**src/rtl/vga_fb_arbiter_if.sv**
```systemverilog
// Framebuffer bus bundle: the CPU-side write request channel plus the
// single-port memory strobe/data lines shared by writes and display reads.
interface vga_fb_arbiter_if;
  logic        wr_req;
  logic [19:0] wr_addr;
  logic [31:0] wr_data;
  logic        wr_ack;
  logic        mem_en;
  logic        mem_we;
  logic [19:0] mem_addr;
  logic [31:0] mem_wdata;
  logic [31:0] mem_rdata;

  // The arbiter takes the slave view; the bus master and memory sit on the other side.
  modport master (
    output wr_req, wr_addr, wr_data, mem_rdata,
    input  wr_ack, mem_en, mem_we, mem_addr, mem_wdata
  );

  modport slave (
    input  wr_req, wr_addr, wr_data, mem_rdata,
    output wr_ack, mem_en, mem_we, mem_addr, mem_wdata
  );
endinterface

```
**src/rtl/vga_fb_arbiter.sv**
```systemverilog
// Single-port framebuffer arbiter: shares one memory port between bus writes
// and a display prefetch FIFO, favouring reads only when the FIFO runs low.
module vga_fb_arbiter #(
  parameter int FIFO_DEPTH  = 8,
  parameter int LOW_WM      = 2,
  parameter int FRAME_WORDS = 307200
) (
  input  logic              clock,
  input  logic              reset,
  vga_fb_arbiter_if.slave   bus,
  input  logic              frame_start,
  input  logic              pix_rd,
  output logic [23:0]       pix_data,
  output logic              underflow
);

  localparam int          AW        = $clog2(FIFO_DEPTH);
  localparam logic [AW:0] DEPTH_C   = (AW+1)'(FIFO_DEPTH);
  localparam logic [AW:0] LOW_WM_C  = (AW+1)'(LOW_WM);
  localparam logic [19:0] LAST_ADDR = 20'(FRAME_WORDS - 1);

  typedef enum logic [1:0] {IDLE, FETCH, DONE} state_t;

  state_t        state, state_next;
  logic [AW-1:0] wr_ptr, rd_ptr;
  logic [AW:0]   count, fill;
  logic          rd_pending;
  logic [19:0]   fetch_addr;
  logic [23:0]   fifo_mem [FIFO_DEPTH];
  logic          can_read, urgent, rd_grant, wr_grant, push, pop;
  logic          unused_rdata_bits;

  assign unused_rdata_bits = ^bus.mem_rdata[31:24];

  // Grant logic is gated by reset so the memory port stays quiet while held in reset.
  always_comb begin
    fill     = count + {{AW{1'b0}}, rd_pending};
    can_read = (state == FETCH) && !frame_start && (fill < DEPTH_C);
    urgent   = can_read && (fill <= LOW_WM_C);
    rd_grant = reset && (urgent || (can_read && !bus.wr_req));
    wr_grant = reset && bus.wr_req && !urgent;
    push     = rd_pending && !frame_start;
    pop      = pix_rd && (count != '0) && !frame_start;
  end

  assign bus.mem_en    = rd_grant || wr_grant;
  assign bus.mem_we    = wr_grant;
  assign bus.mem_addr  = rd_grant ? fetch_addr : (wr_grant ? bus.wr_addr : '0);
  assign bus.mem_wdata = wr_grant ? bus.wr_data : '0;
  assign bus.wr_ack    = wr_grant;

  assign pix_data = (count != '0) ? fifo_mem[rd_ptr] : '0;

  always_ff @(posedge clock or negedge reset) begin
    if (!reset) state <= IDLE;
    else        state <= state_next;
  end

  // NOTE: every combinational output gets a default first so no path can infer a latch.
  always_comb begin
    state_next = state;
    if (frame_start)
      state_next = FETCH;
    else if ((state == FETCH) && rd_grant && (fetch_addr == LAST_ADDR))
      state_next = DONE;
  end

  // NOTE: sequential state uses non-blocking assignments so every register samples pre-edge values.
  always_ff @(posedge clock or negedge reset) begin
    if (!reset) begin
      wr_ptr     <= '0;
      rd_ptr     <= '0;
      count      <= '0;
      rd_pending <= 1'b0;
      fetch_addr <= '0;
      underflow  <= 1'b0;
    end else if (frame_start) begin
      // Flush: the word returning this cycle (if any) is dropped with the old frame.
      wr_ptr     <= '0;
      rd_ptr     <= '0;
      count      <= '0;
      rd_pending <= 1'b0;
      fetch_addr <= '0;
      underflow  <= 1'b0;
    end else begin
      rd_pending <= rd_grant;
      if (push) wr_ptr <= wr_ptr + 1'b1;
      if (pop)  rd_ptr <= rd_ptr + 1'b1;
      case ({push, pop})
        2'b10:   count <= count + 1'b1;
        2'b01:   count <= count - 1'b1;
        default: count <= count;
      endcase
      if (pix_rd && (count == '0)) underflow <= 1'b1;
      if (rd_grant && (fetch_addr != LAST_ADDR)) fetch_addr <= fetch_addr + 20'd1;
    end
  end

  // NOTE: the FIFO storage is not reset; count and pointers alone define what is valid.
  always_ff @(posedge clock) begin
    if (push) fifo_mem[wr_ptr] <= bus.mem_rdata[23:0];
  end

endmodule
```
**src/flat_wrapper.sv**
```systemverilog
// flat-port wrapper written by rule: the top's interface ports become plain ports
module vga_fb_arbiter_flat 
#(
  parameter int FIFO_DEPTH  = 8,
  parameter int LOW_WM      = 2,
  parameter int FRAME_WORDS = 307200
)
  (clock, reset, frame_start, pix_rd, pix_data, underflow, bus_wr_req, bus_wr_addr, bus_wr_data, bus_mem_rdata, bus_wr_ack, bus_mem_en, bus_mem_we, bus_mem_addr, bus_mem_wdata);
  vga_fb_arbiter_if bus_i ();
  input  logic clock;
  input  logic reset;
  input  logic frame_start;
  input  logic pix_rd;
  output logic [23:0] pix_data;
  output logic underflow;
  input wire logic [$bits(bus_i.wr_req)-1:0] bus_wr_req;
  input wire logic [$bits(bus_i.wr_addr)-1:0] bus_wr_addr;
  input wire logic [$bits(bus_i.wr_data)-1:0] bus_wr_data;
  input wire logic [$bits(bus_i.mem_rdata)-1:0] bus_mem_rdata;
  output wire logic [$bits(bus_i.wr_ack)-1:0] bus_wr_ack;
  output wire logic [$bits(bus_i.mem_en)-1:0] bus_mem_en;
  output wire logic [$bits(bus_i.mem_we)-1:0] bus_mem_we;
  output wire logic [$bits(bus_i.mem_addr)-1:0] bus_mem_addr;
  output wire logic [$bits(bus_i.mem_wdata)-1:0] bus_mem_wdata;
  assign bus_i.wr_req = bus_wr_req;
  assign bus_i.wr_addr = bus_wr_addr;
  assign bus_i.wr_data = bus_wr_data;
  assign bus_i.mem_rdata = bus_mem_rdata;
  assign bus_wr_ack = bus_i.wr_ack;
  assign bus_mem_en = bus_i.mem_en;
  assign bus_mem_we = bus_i.mem_we;
  assign bus_mem_addr = bus_i.mem_addr;
  assign bus_mem_wdata = bus_i.mem_wdata;
  vga_fb_arbiter #(.FIFO_DEPTH(FIFO_DEPTH), .LOW_WM(LOW_WM), .FRAME_WORDS(FRAME_WORDS)) u_core (.clock(clock), .reset(reset), .bus(bus_i), .frame_start(frame_start), .pix_rd(pix_rd), .pix_data(pix_data), .underflow(underflow));
endmodule
```
**config.mk**
```make
export PLATFORM = sky130hd
export DESIGN_NAME = vga_fb_arbiter_flat
export DESIGN_NICKNAME = d
export VERILOG_FILES = /design/src/rtl/vga_fb_arbiter_if.sv /design/src/rtl/vga_fb_arbiter.sv /design/src/flat_wrapper.sv
export SDC_FILE = /design/constraint.sdc
export NUM_CORES = 1
export LEC_CHECK = 0
export BUFFER_PORTS_ARGS = -buffer_cell sky130_fd_sc_hd__buf_4
export CAP_MARGIN = 20
export CORE_UTILIZATION = 60
export DETAILED_ROUTE_END_ITERATION = 7
export PLACE_DENSITY = 0.85
export REMOVE_ABC_BUFFERS = 1
export SYNTH_ARGS = -nofsm -noshare
export SYNTH_HDL_FRONTEND = slang
export SYNTH_SLANG_ARGS = --single-unit
```
**constraint.sdc**
```tcl
create_clock -name clock -period 5 [get_ports clock]
set_clock_uncertainty 0.05 [all_clocks]
set_input_delay 0 -clock clock [delete_from_list [all_inputs] [get_ports clock]]
set_output_delay 0 -clock clock [all_outputs]
set_load 0.01 [all_outputs]
```
==> results.py, run 1 <==
metrics = {
    "global_route": {
        "antenna_found_initial": 0,
        "grt_pass1_wl_um": 33440,
        "overflow": 0,
        "grt_use_total_pct": 27.52,
        "grt_max_degree": 56,
        "first_global_vias": 6094,
    },
    "drt": {
        "detail_route.wirelength_um": 22420,
        "ant_nets": 0,
        "route.detailed.drc": 0,
        "drt_iter0_drc": 388,
        "via_per_inst": 5.981,
        "first_pass_iters": 4,
        "num_vias": 5969,
        "wire_per_inst_um": 22.46,
    },
    "sta": {
        "slew_viol_final": 0,
        "rsz0062_at_grt": "false",
        "period_needed_ps": 3234,
        "fin_crit_sh_pct": 64.69,
        "setup_viol": 0,
        "max_clock_freq_mhz": 309.2,
        "setup_tns_ps": 0,
        "hold_violations": 0,
        "tightest_slew_ps": 968.5,
        "slew_headroom_pct": 35.43,
        "setup_ws_ps": 1766,
    },
    "hold_path": {
        "holdPathStages": 2,
        "hold_path.class": "input port to flip-flop",
    },
    "synthesis": {
        "ys_seq_area_share_pct": 68.49,
        "async_flop_share_pct": 15.04,
        "yosys-top-cells-area": "edfxtp_1 (60%), mux4_2 (11%), dfrtp_1 (8.8%)",
        "synth_flop_cell": "edfxtp_1",
        "synth.top_cell.area_share_pct": 59.68,
        "avgSynthCellArea_um2": 16.95,
        "synth_area_leader_cell": "edfxtp_1",
        "synthDistinctLibCells": 50,
        "netlist_area_um2": 9661,
        "synth-edff-count": 192,
        "syn_inst": 570,
        "yosys_warnings": 0,
        "ys_ff_latch": 226,
    },
    "die": {
        "die_h_um": 128.9,
        "dieArea_um2": 16610,
        "rows": 46,
        "start_util_pct": 61.04,
        "die_x_um": 128.9,
        "io_pins": 169,
        "core_area_um2": 15830,
    },
    "pwr": {
        "peakVddDrop_uv": 427.9,
        "cellLeakagePower_nw": 4.517,
        "power_density_nw_per_um2": 447.7,
        "p_total_w": 0.005464,
    },
    "cts": {
        "ctsResizeCount": 0,
        "tritoncts": "done",
        "cts_setup_buffers": 0,
        "clk_pin_slew_ps": 60,
        "cts_inserted_buffers": 22,
        "clkSinkCount": 226,
        "htree_levels": 1,
        "cts_hold_buf": 30,
        "clock-root-buffer": "clkbuf_16",
        "clock_latency_ps": 510,
        "clockBufferDepth": 3,
    },
    "critical_path": {
        "end_kind": "output pin",
        "r2r_cells": 9,
        "crit_type": "flip-flop to output pin",
        "cp_max_fo": 29,
        "cp.arrival_ps": 3180,
        "critPathLaunchType": "flip-flop",
        "worstPathRequired_ps": 4950,
    },
    "flow_run": {
        "maxCapViolations": 0,
    },
    "placement": {
        "dp_slack_ps": 1882,
        "portBuffers": 160,
        "gp_congestion": 0.8095,
        "dp_hpwl_um": 12180,
        "dp_cells": 925,
    },
    "final_layout": {
        "antenna_cells": 0,
        "nets": 863,
        "area_growth_pct": 26.33,
        "drive_above_1_share_pct": 35.42,
        "finalNonFillerCells": 998,
    },
    "outcome": {
        "status": "finished, final reports clean",
    },
}
## synth_stat cells, types with 5 or more instances
| master | n |
|---|---|
| nor2_1 | 55 |
| and2_1 | 33 |
| mux2i_1 | 32 |
| a21oi_1 | 9 |
| mux2_1 | 6 |
| ha_1 | 7 |
| nand3_1 | 10 |
| and3_1 | 6 |
| clkbuf_1 | 18 |
| edfxtp_1 | 192 |
| a22o_1 | 20 |
| nor2b_1 | 9 |
| xnor2_1 | 8 |
| nand4_1 | 9 |
| buf_2 | 5 |
| mux4_2 | 48 |
| nand2_1 | 8 |
| buf_1 | 9 |
| dfrtp_1 | 34 |
| inv_1 | 8 |
| a21o_1 | 5 |
## through the flow
step	hold WS [ps]	cell area, µm²	utilization (%)
final	215.4	12200	77.11
after global routing	214.8	12200	77.11
after CTS	200.5	12170	76.89
after detailed placement	-66.44	11140	70.36
after global placement	-67.54	11120	70.24
after floorplan	-345.6	9527	-
## cell usage in the layout (no fill, tap or decap), types with 5 or more instances in the layout
master / instances
nor2_2: 6
dfrtp_1: 32
edfxtp_1: 192
a21o_1: 5
nor2_1: 49
a22o_1: 20
and3_1: 6
ha_1: 7
clkinv_1: 6
mux2_1: 6
buf_4: 172
inv_1: 8
clkbuf_16: 23
nand4_1: 9
xnor2_1: 8
nand3_1: 10
mux4_2: 48
and2_1: 33
mux2i_1: 32
a21oi_1: 9
nor2b_1: 9
dlygate4sd3_1: 29
nand2_1: 8
## final timing paths
| check | to | from | slack (ps) |
|---|---|---|---|
| min in group asynchronous | u_core.fetch_addr[8]$_DFFE_PN0P_ | reset | 540 |
| max reg2reg | u_core.count[3]$_DFFE_PN0P_ | u_core.count[1]$_DFFE_PN0P_ | 2220 |
| max in group asynchronous | u_core.rd_ptr[0]$_DFFE_PN0P_ | reset | 4150 |
| min reg2reg | u_core.state[0]$_DFFE_PN0P_ | u_core.state[0]$_DFFE_PN0P_ | 480 |
| max | bus_mem_addr[12] | u_core.rd_pending$_DFF_PN0_ | 1770 |
| min | u_core.fifo_mem[1][0]$_DFFE_PP_ | bus_mem_rdata[0] | 220 |
## sequential cells by signal, summed over array words and instances (netlist names)
| signal | count |
|---|---|
| u_core.fifo_mem | 192 |
| u_core.fetch_addr | 20 |
| u_core.count | 4 |
| u_core.rd_ptr | 3 |
| u_core.wr_ptr | 3 |
| u_core.state | 2 |
| u_core.rd_pending | 1 |
| u_core.underflow | 1 |
## power breakdown
part	internal [W]	switching, W
registers	0.00212	0.000190
logic	0.000787	0.000706
clock network	0.000992	0.000673
## layout make-up
type	instances	area, µm²
sequential	226	6621
fill	846	3623
multi-input combinational	303	2912
timing repair buffer	205	1648
clock buffer	27	590.6
tap	216	270.3
clock inverter	13	132.6
inverter	8	30.03
## worst max-delay path, cell delays in order (launching register included)
cell	delay [ps]
dfrtp_1	490
ha_1	260
nand3_1	100
mux2i_1	590
o211a_1	710
buf_8	250
a22o_1	160
buf_4	120
## metal layers
layer,track usage (%),vias up,share of wire (%)
met5,0,-,0
met4,9.965,0,2.7
met3,4.990,45,8.3
met2,49.86,357,53
met1,33.11,2953,36
li1,-,2614,-
## cells by family after synthesis
family,Yosys count,synth area share (%)
buffers and inverters,41,1.697
and+or+nand+nor,152,8.471
adders and majority gates,8,1.114
AOI/OAI and AO/OA,46,4.002
xor gates and xnor gates,10,0.9067
DFF,226,68.49
muxes,87,15.32
(Power assumes the default switching activity.)
==> run 2: changes to the inputs <==
Settings changed: CORE_UTILIZATION 60 to 56, PLACE_DENSITY 0.85 to 0.8.
Clock period 5 ns to 3.3 ns, I/O delays scaled along.
==> run 2 against run 1 <==
Count of clock-buffer cells in the layout rose by 1. Total power rose by 50%. Sequential cell count did not move. Core utilization fell by 3.6 points. Design area rose by 0.57%. Global-route usage fell by 3.2 points. Critical path depth did not move. Setup slack got worse by 1500 ps. Combinational power rose by 59%. Hold slack improved by 13 ps. Cell count rose by 0.70%.
==> results.py, run 2 (synthesis results as in run 1) <==
metrics = {
    "final_layout": {
        "largest_reg_flops": 192,
        "antenna_cells": 0,
        "largest-register": "u_core.fifo_mem",
        "nets": 868,
        "area_growth_pct": 27.06,
        "top_regs": "u_core.fifo_mem (192), u_core.fetch_addr (20), u_core.count (4)",
        "final_cell_mix": "edfxtp_1 (192), buf_4 (172), mux4_2 (48), nor2_1 (48), and2_1 (33)",
        "drive_above_1_share_pct": 35.67,
        "layout_commonest_cell": "edfxtp_1",
    },
    "die": {
        "rows": 47,
        "start_util_pct": 57.84,
        "die_h_um": 133.3,
        "core_area_um2": 16700,
        "dieArea_um2": 17780,
        "die_x_um": 133.3,
        "io_pins": 169,
    },
    "critical_path": {
        "critPathLaunchType": "flip-flop",
        "end_kind": "output pin",
        "worstPathRequired_ps": 3250,
        "cp_max_fo": 55,
        "cp.arrival_ps": 2990,
        "cp_cell_sequence": "ha_1 -> nand3_1 -> mux2i_1 -> o211a_1 -> buf_4 -> and2_1 -> buf_4",
        "crit_type": "flip-flop to output pin",
        "slowest_delay_ps": 610,
        "slowest_stage": "mux2i_1",
        "critPathMostFrequentCell": "buf_4",
    },
    "sta": {
        "slew_headroom_pct": 47.64,
        "setup_tns_ps": 0,
        "period_needed_ps": 3044,
        "fin_crit_sh_pct": 92.25,
        "rsz0062_at_grt": "false",
        "max_clock_freq_mhz": 328.5,
        "tightest_slew_ps": 784.5,
        "hold_ws_ps": 228.0,
        "slew_viol_final": 0,
        "setup_viol": 0,
        "hold_violations": 0,
    },
    "hold_path": {
        "hold_path.class": "input port to flip-flop",
    },
    "drt": {
        "route.detailed.drc": 0,
        "drt_iter0_drc": 336,
        "wire_per_inst_um": 21.11,
        "ant_nets": 0,
        "num_vias": 5877,
        "detail_route.wirelength_um": 21220,
        "first_pass_iters": 5,
        "via_per_inst": 5.848,
    },
    "cts": {
        "tritoncts": "done",
        "clkSinkCount": 226,
        "clockBufferDepth": 3,
        "clk_pin_slew_ps": 60,
        "clock-root-buffer": "clkbuf_16",
        "clock_latency_ps": 500,
        "cts_inserted_buffers": 23,
        "htree_levels": 1,
    },
    "outcome": {
        "status": "finished, final reports clean",
    },
    "placement": {
        "gp_congestion": 0.8267,
        "dp_hpwl_um": 13000,
        "portBuffers": 160,
    },
    "flow_run": {
        "maxCapViolations": 0,
    },
    "global_route": {
        "grt_pass1_wl_um": 32770,
        "overflow": 0,
        "grt_use_total_pct": 24.32,
        "first_global_vias": 6148,
        "grt_max_degree": 56,
        "antenna_found_initial": 0,
    },
    "pwr": {
        "p_total_w": 0.008198,
        "cellLeakagePower_nw": 4.536,
        "power_density_nw_per_um2": 667.9,
        "peakVddDrop_uv": 529.8,
    },
}
## run 2: cell count changes in the layout (fill, tap and decap cells not counted)
cell,delta
nor2_2,+1
buf_8,-1
buf_12,+6
clkbuf_1,+1
bufinv_16,-1
buf_6,-1
nor2_1,-1
clkinv_2,-1
## run 2: final timing paths
| kind | start | to | slack (ps) | depth (start not counted) |
|---|---|---|---|---|
| max reg2reg | u_core.count[1]$_DFFE_PN0P_ | u_core.count[3]$_DFFE_PN0P_ | 540 | 9 |
| max in group asynchronous | reset | u_core.rd_ptr[0]$_DFFE_PN0P_ | 2490 | 4 |
| min in group asynchronous | reset | u_core.underflow$_DFFE_PN0P_ | 510 | 4 |
| min reg2reg | u_core.state[0]$_DFFE_PN0P_ | u_core.state[0]$_DFFE_PN0P_ | 450 | 1 |
| min | bus_mem_rdata[13] | u_core.fifo_mem[1][13]$_DFFE_PP_ | 230 | 2 |
| max | u_core.rd_pending$_DFF_PN0_ | bus_mem_wdata[15] | 260 | 7 |
## run 2: layout make-up
cell class | instances | area [µm²]
sequential | 226 | 6621
fill | 1025 | 4427
multi-input combinational | 303 | 2914
timing repair buffer | 209 | 1742
clock buffer | 28 | 594.3
tap | 220 | 275.3
clock inverter | 11 | 97.59
inverter | 8 | 30.03
## run 2: power breakdown
part | leakage, nW | switching (W) | internal (W) | total (W)
Clock | 0.339 | 0.000997 | 0.00142 | 0.00242
Combinational | 2.01 | 0.00114 | 0.00122 | 0.00237
Sequential | 2.19 | 0.000201 | 0.00321 | 0.00341
## run 2: worst max-delay path: cells and delay by family (launching register included)
family                   cells  cell delay (ps)
AO/OA/AOI/OAI                1              220
AND/OR/NAND/NOR              2              380
flip-flops                   1              480
multiplexers                 1              610
adder cells (fa/ha/maj)      1              260
buffers and inverters        2              520
## run 2: what timing repair did
item                       in CTS  in global routing
setup endpoints to repair       0                 21
hold endpoints to repair      250                  0
resized for setup               0                  1
hold buffers                   30                  0
setup buffers                   0                  0
## run 2: metrics by stage
step | utilization [%] | std cells | cell area, µm² | setup slack, ps
floorplan | - | 537 | 9527 | 190.4
global placement | 67.48 | 936 | 11270 | 610.4
detailed placement | 67.48 | 936 | 11270 | 534.7
CTS | 73.48 | 1005 | 12270 | 55.66
global route | 73.49 | 1005 | 12270 | 88.38
finish | 73.49 | 1005 | 12270 | 255.7
## run 2: per-layer routing
layer	GRT usage (%)	vias to the layer above	share of wire, %
met5	0	-	0
met4	7.513	0	2.1
met3	4.262	39	7.5
met2	45.11	281	53
met1	28.71	2928	37
li1	-	2629	-
==> run 3: changes to the inputs <==
Settings changed: RECOVER_POWER from default to 25.
==> run 3 against run 2 <==
Setup slack got worse by 1.0 ps. Combinational power barely moved. Highest routed layer unchanged. Total power fell by 0.14%. Sequential share of layout area rose by 0.30 points. Wire length rose by 0.22%. Count of clock-buffer cells in the layout did not move. First-iteration DRC count fell by 15%. Cell count did not move. Core utilization fell by 0.40 points.
==> results.py, run 3 (synthesis results as in run 1) <==
metrics = {
    "critical_path": {
        "critPathTopFamily": "compound AO/OA/AOI/OAI gates",
        "cp_max_fo": 12,
        "cp.arrival_ps": 3000,
        "slowest_stage": "a31oi_1",
        "critPathLaunchType": "flip-flop",
        "critPathBufInv": 2,
        "cp_cell_sequence": "ha_1 -> ha_1 -> nand2_1 -> a31oi_1 -> nor2_2 -> buf_4 -> or2_1 -> buf_4",
        "slowest_delay_ps": 550,
        "end_kind": "output pin",
        "crit_type": "flip-flop to output pin",
        "worstPathRequired_ps": 3250,
    },
    "global_route": {
        "grt_max_degree": 56,
        "grt_pass1_wl_um": 32770,
        "first_global_vias": 6148,
        "antenna_found_initial": 0,
        "overflow": 0,
        "grt_use_total_pct": 24.32,
    },
    "final_layout": {
        "largest_reg_flops": 192,
        "drive_above_1_share_pct": 33.38,
        "layout_commonest_cell": "edfxtp_1",
        "antenna_cells": 0,
        "fin_util_pct": 73.09,
        "final_cell_mix": "edfxtp_1 (192), buf_4 (154), mux4_2 (48), nor2_1 (48), and2_1 (33)",
        "nFillCells": 1045,
        "top_regs": "u_core.fifo_mem (192), u_core.fetch_addr (20), u_core.count (4)",
        "regArea_um2": 6621,
        "largest-register": "u_core.fifo_mem",
        "area_growth_pct": 26.36,
        "multi_input_area_um2": 2914,
        "nets": 868,
    },
    "pwr": {
        "peakVddDrop_uv": 527.8,
        "cellLeakagePower_nw": 4.471,
        "p_switching_w": 0.002338,
        "power_density_nw_per_um2": 670.7,
        "swShare_pct": 28.56,
        "intPower_w": 0.005848,
        "pwr-share-clk_pct": 29.6,
        "power_frac_comb_pct": 28.8,
        "seq_power_share_pct": 41.7,
    },
    "sta": {
        "setup_tns_ps": 0,
        "slew_headroom_pct": 46.87,
        "hold_violations": 0,
        "period_needed_ps": 3045,
        "setup_viol": 0,
        "max_clock_freq_mhz": 328.4,
        "tightest_slew_ps": 796.1,
        "setup_ws_ps": 254.7,
        "fin_crit_sh_pct": 92.28,
        "rsz0062_at_grt": "false",
        "slew_viol_final": 0,
    },
    "cts": {
        "clk_pin_slew_ps": 60,
        "htree_levels": 1,
        "clock_latency_ps": 500,
        "clockBufferDepth": 3,
        "tritoncts": "done",
        "cts_setup_buffers": 0,
        "cts_inserted_buffers": 23,
        "clkSinkCount": 226,
        "clock-root-buffer": "clkbuf_16",
    },
    "placement": {
        "portBuffers": 160,
        "dp_hpwl_um": 13000,
        "gp_congestion": 0.8267,
        "dp_slack_ps": 534.7,
    },
    "drt": {
        "drt_iter0_drc": 285,
        "drt-met1-wl_um": 7988,
        "route.detailed.drc": 0,
        "detail_route.wirelength_um": 21270,
        "via_per_inst": 5.852,
        "dr.max_layer_used": "met4",
        "num_vias": 5881,
        "ant_nets": 0,
        "wl_met2_um": 11300,
        "wire_per_inst_um": 21.16,
        "route.met3.wl_um": 1554,
        "first_pass_iters": 4,
    },
    "outcome": {
        "status": "finished, final reports clean",
    },
    "die": {
        "core_area_um2": 16700,
        "start_util_pct": 57.84,
        "rows": 47,
        "dieArea_um2": 17780,
        "die_h_um": 133.3,
        "io_pins": 169,
        "die_x_um": 133.3,
    },
    "hold_path": {
        "hold_path.class": "input port to output pin",
    },
    "flow_run": {
        "maxCapViolations": 0,
    },
}
-- run 3: power by group through the flow --
stage / logic, W / registers [W] / clock network, W
2_1_floorplan: 0.00127 / 0.00350 / 0
3_3_place_gp: 0.00226 / 0.00347 / 0
3_5_place_dp: 0.00232 / 0.00348 / 0
4_1_cts: 0.00239 / 0.00342 / 0.00246
5_1_grt: 0.00254 / 0.00344 / 0.00257
6_report: 0.00236 / 0.00341 / 0.00242
-- run 3: worst paths after layout --
kind	from	to	slack [ps]	cells after the start
setup / recovery	u_core.rd_pending$_DFF_PN0_	bus_mem_en	250	8
hold / removal	bus_wr_data[16]	bus_mem_wdata[16]	230	3
setup reg to reg	u_core.count[1]$_DFFE_PN0P_	u_core.count[3]$_DFFE_PN0P_	550	9
hold reg to reg	u_core.state[0]$_DFFE_PN0P_	u_core.state[0]$_DFFE_PN0P_	450	1
max in group asynchronous	reset	u_core.rd_ptr[0]$_DFFE_PN0P_	2490	4
min in group asynchronous	reset	u_core.underflow$_DFFE_PN0P_	510	4
-- run 3: per-stage QoR --
step | cell area (µm²) | hold slack, ps | total power, W | std cells
after global placement | 11270 | -77.64 | 0.005730 | 936
after global routing | 12210 | 240.9 | 0.008555 | 1005
after floorplan | 9527 | -345.6 | 0.004773 | 537
final | 12210 | 231.5 | 0.008186 | 1005
after detailed placement | 11270 | -67.00 | 0.005801 | 936
after CTS | 12270 | 210.2 | 0.008270 | 1005
-- run 3: layout make-up --
type | instances | area share [%]
multi-input combinational | 303 | 23.87
sequential | 226 | 54.24
tap | 220 | 2.255
inverter | 8 | 0.2460
clock buffer | 28 | 4.869
timing repair buffer | 209 | 13.71
clock inverter | 11 | 0.7995
-- run 3: routing by layer --
layer / GRT usage (%) / vias up
met1: 28.71 / 2958
met5: 0 / -
met4: 7.513 / 0
met3: 4.262 / 35
li1: - / 2628
met2: 45.11 / 260
-- run 3: what timing repair did --
| item | in CTS | in global routing |
|---|---|---|
| endpoints found under the setup margin | 0 | 21 |
| endpoints found under the hold margin | 250 | 0 |
| hold buffers | 30 | 0 |
| gates resized for setup | 0 | 1 |
-- run 3: worst min-delay path, stage by stage --
cell	delay (ps)
buf_4	70
and2_1	100
buf_4	110
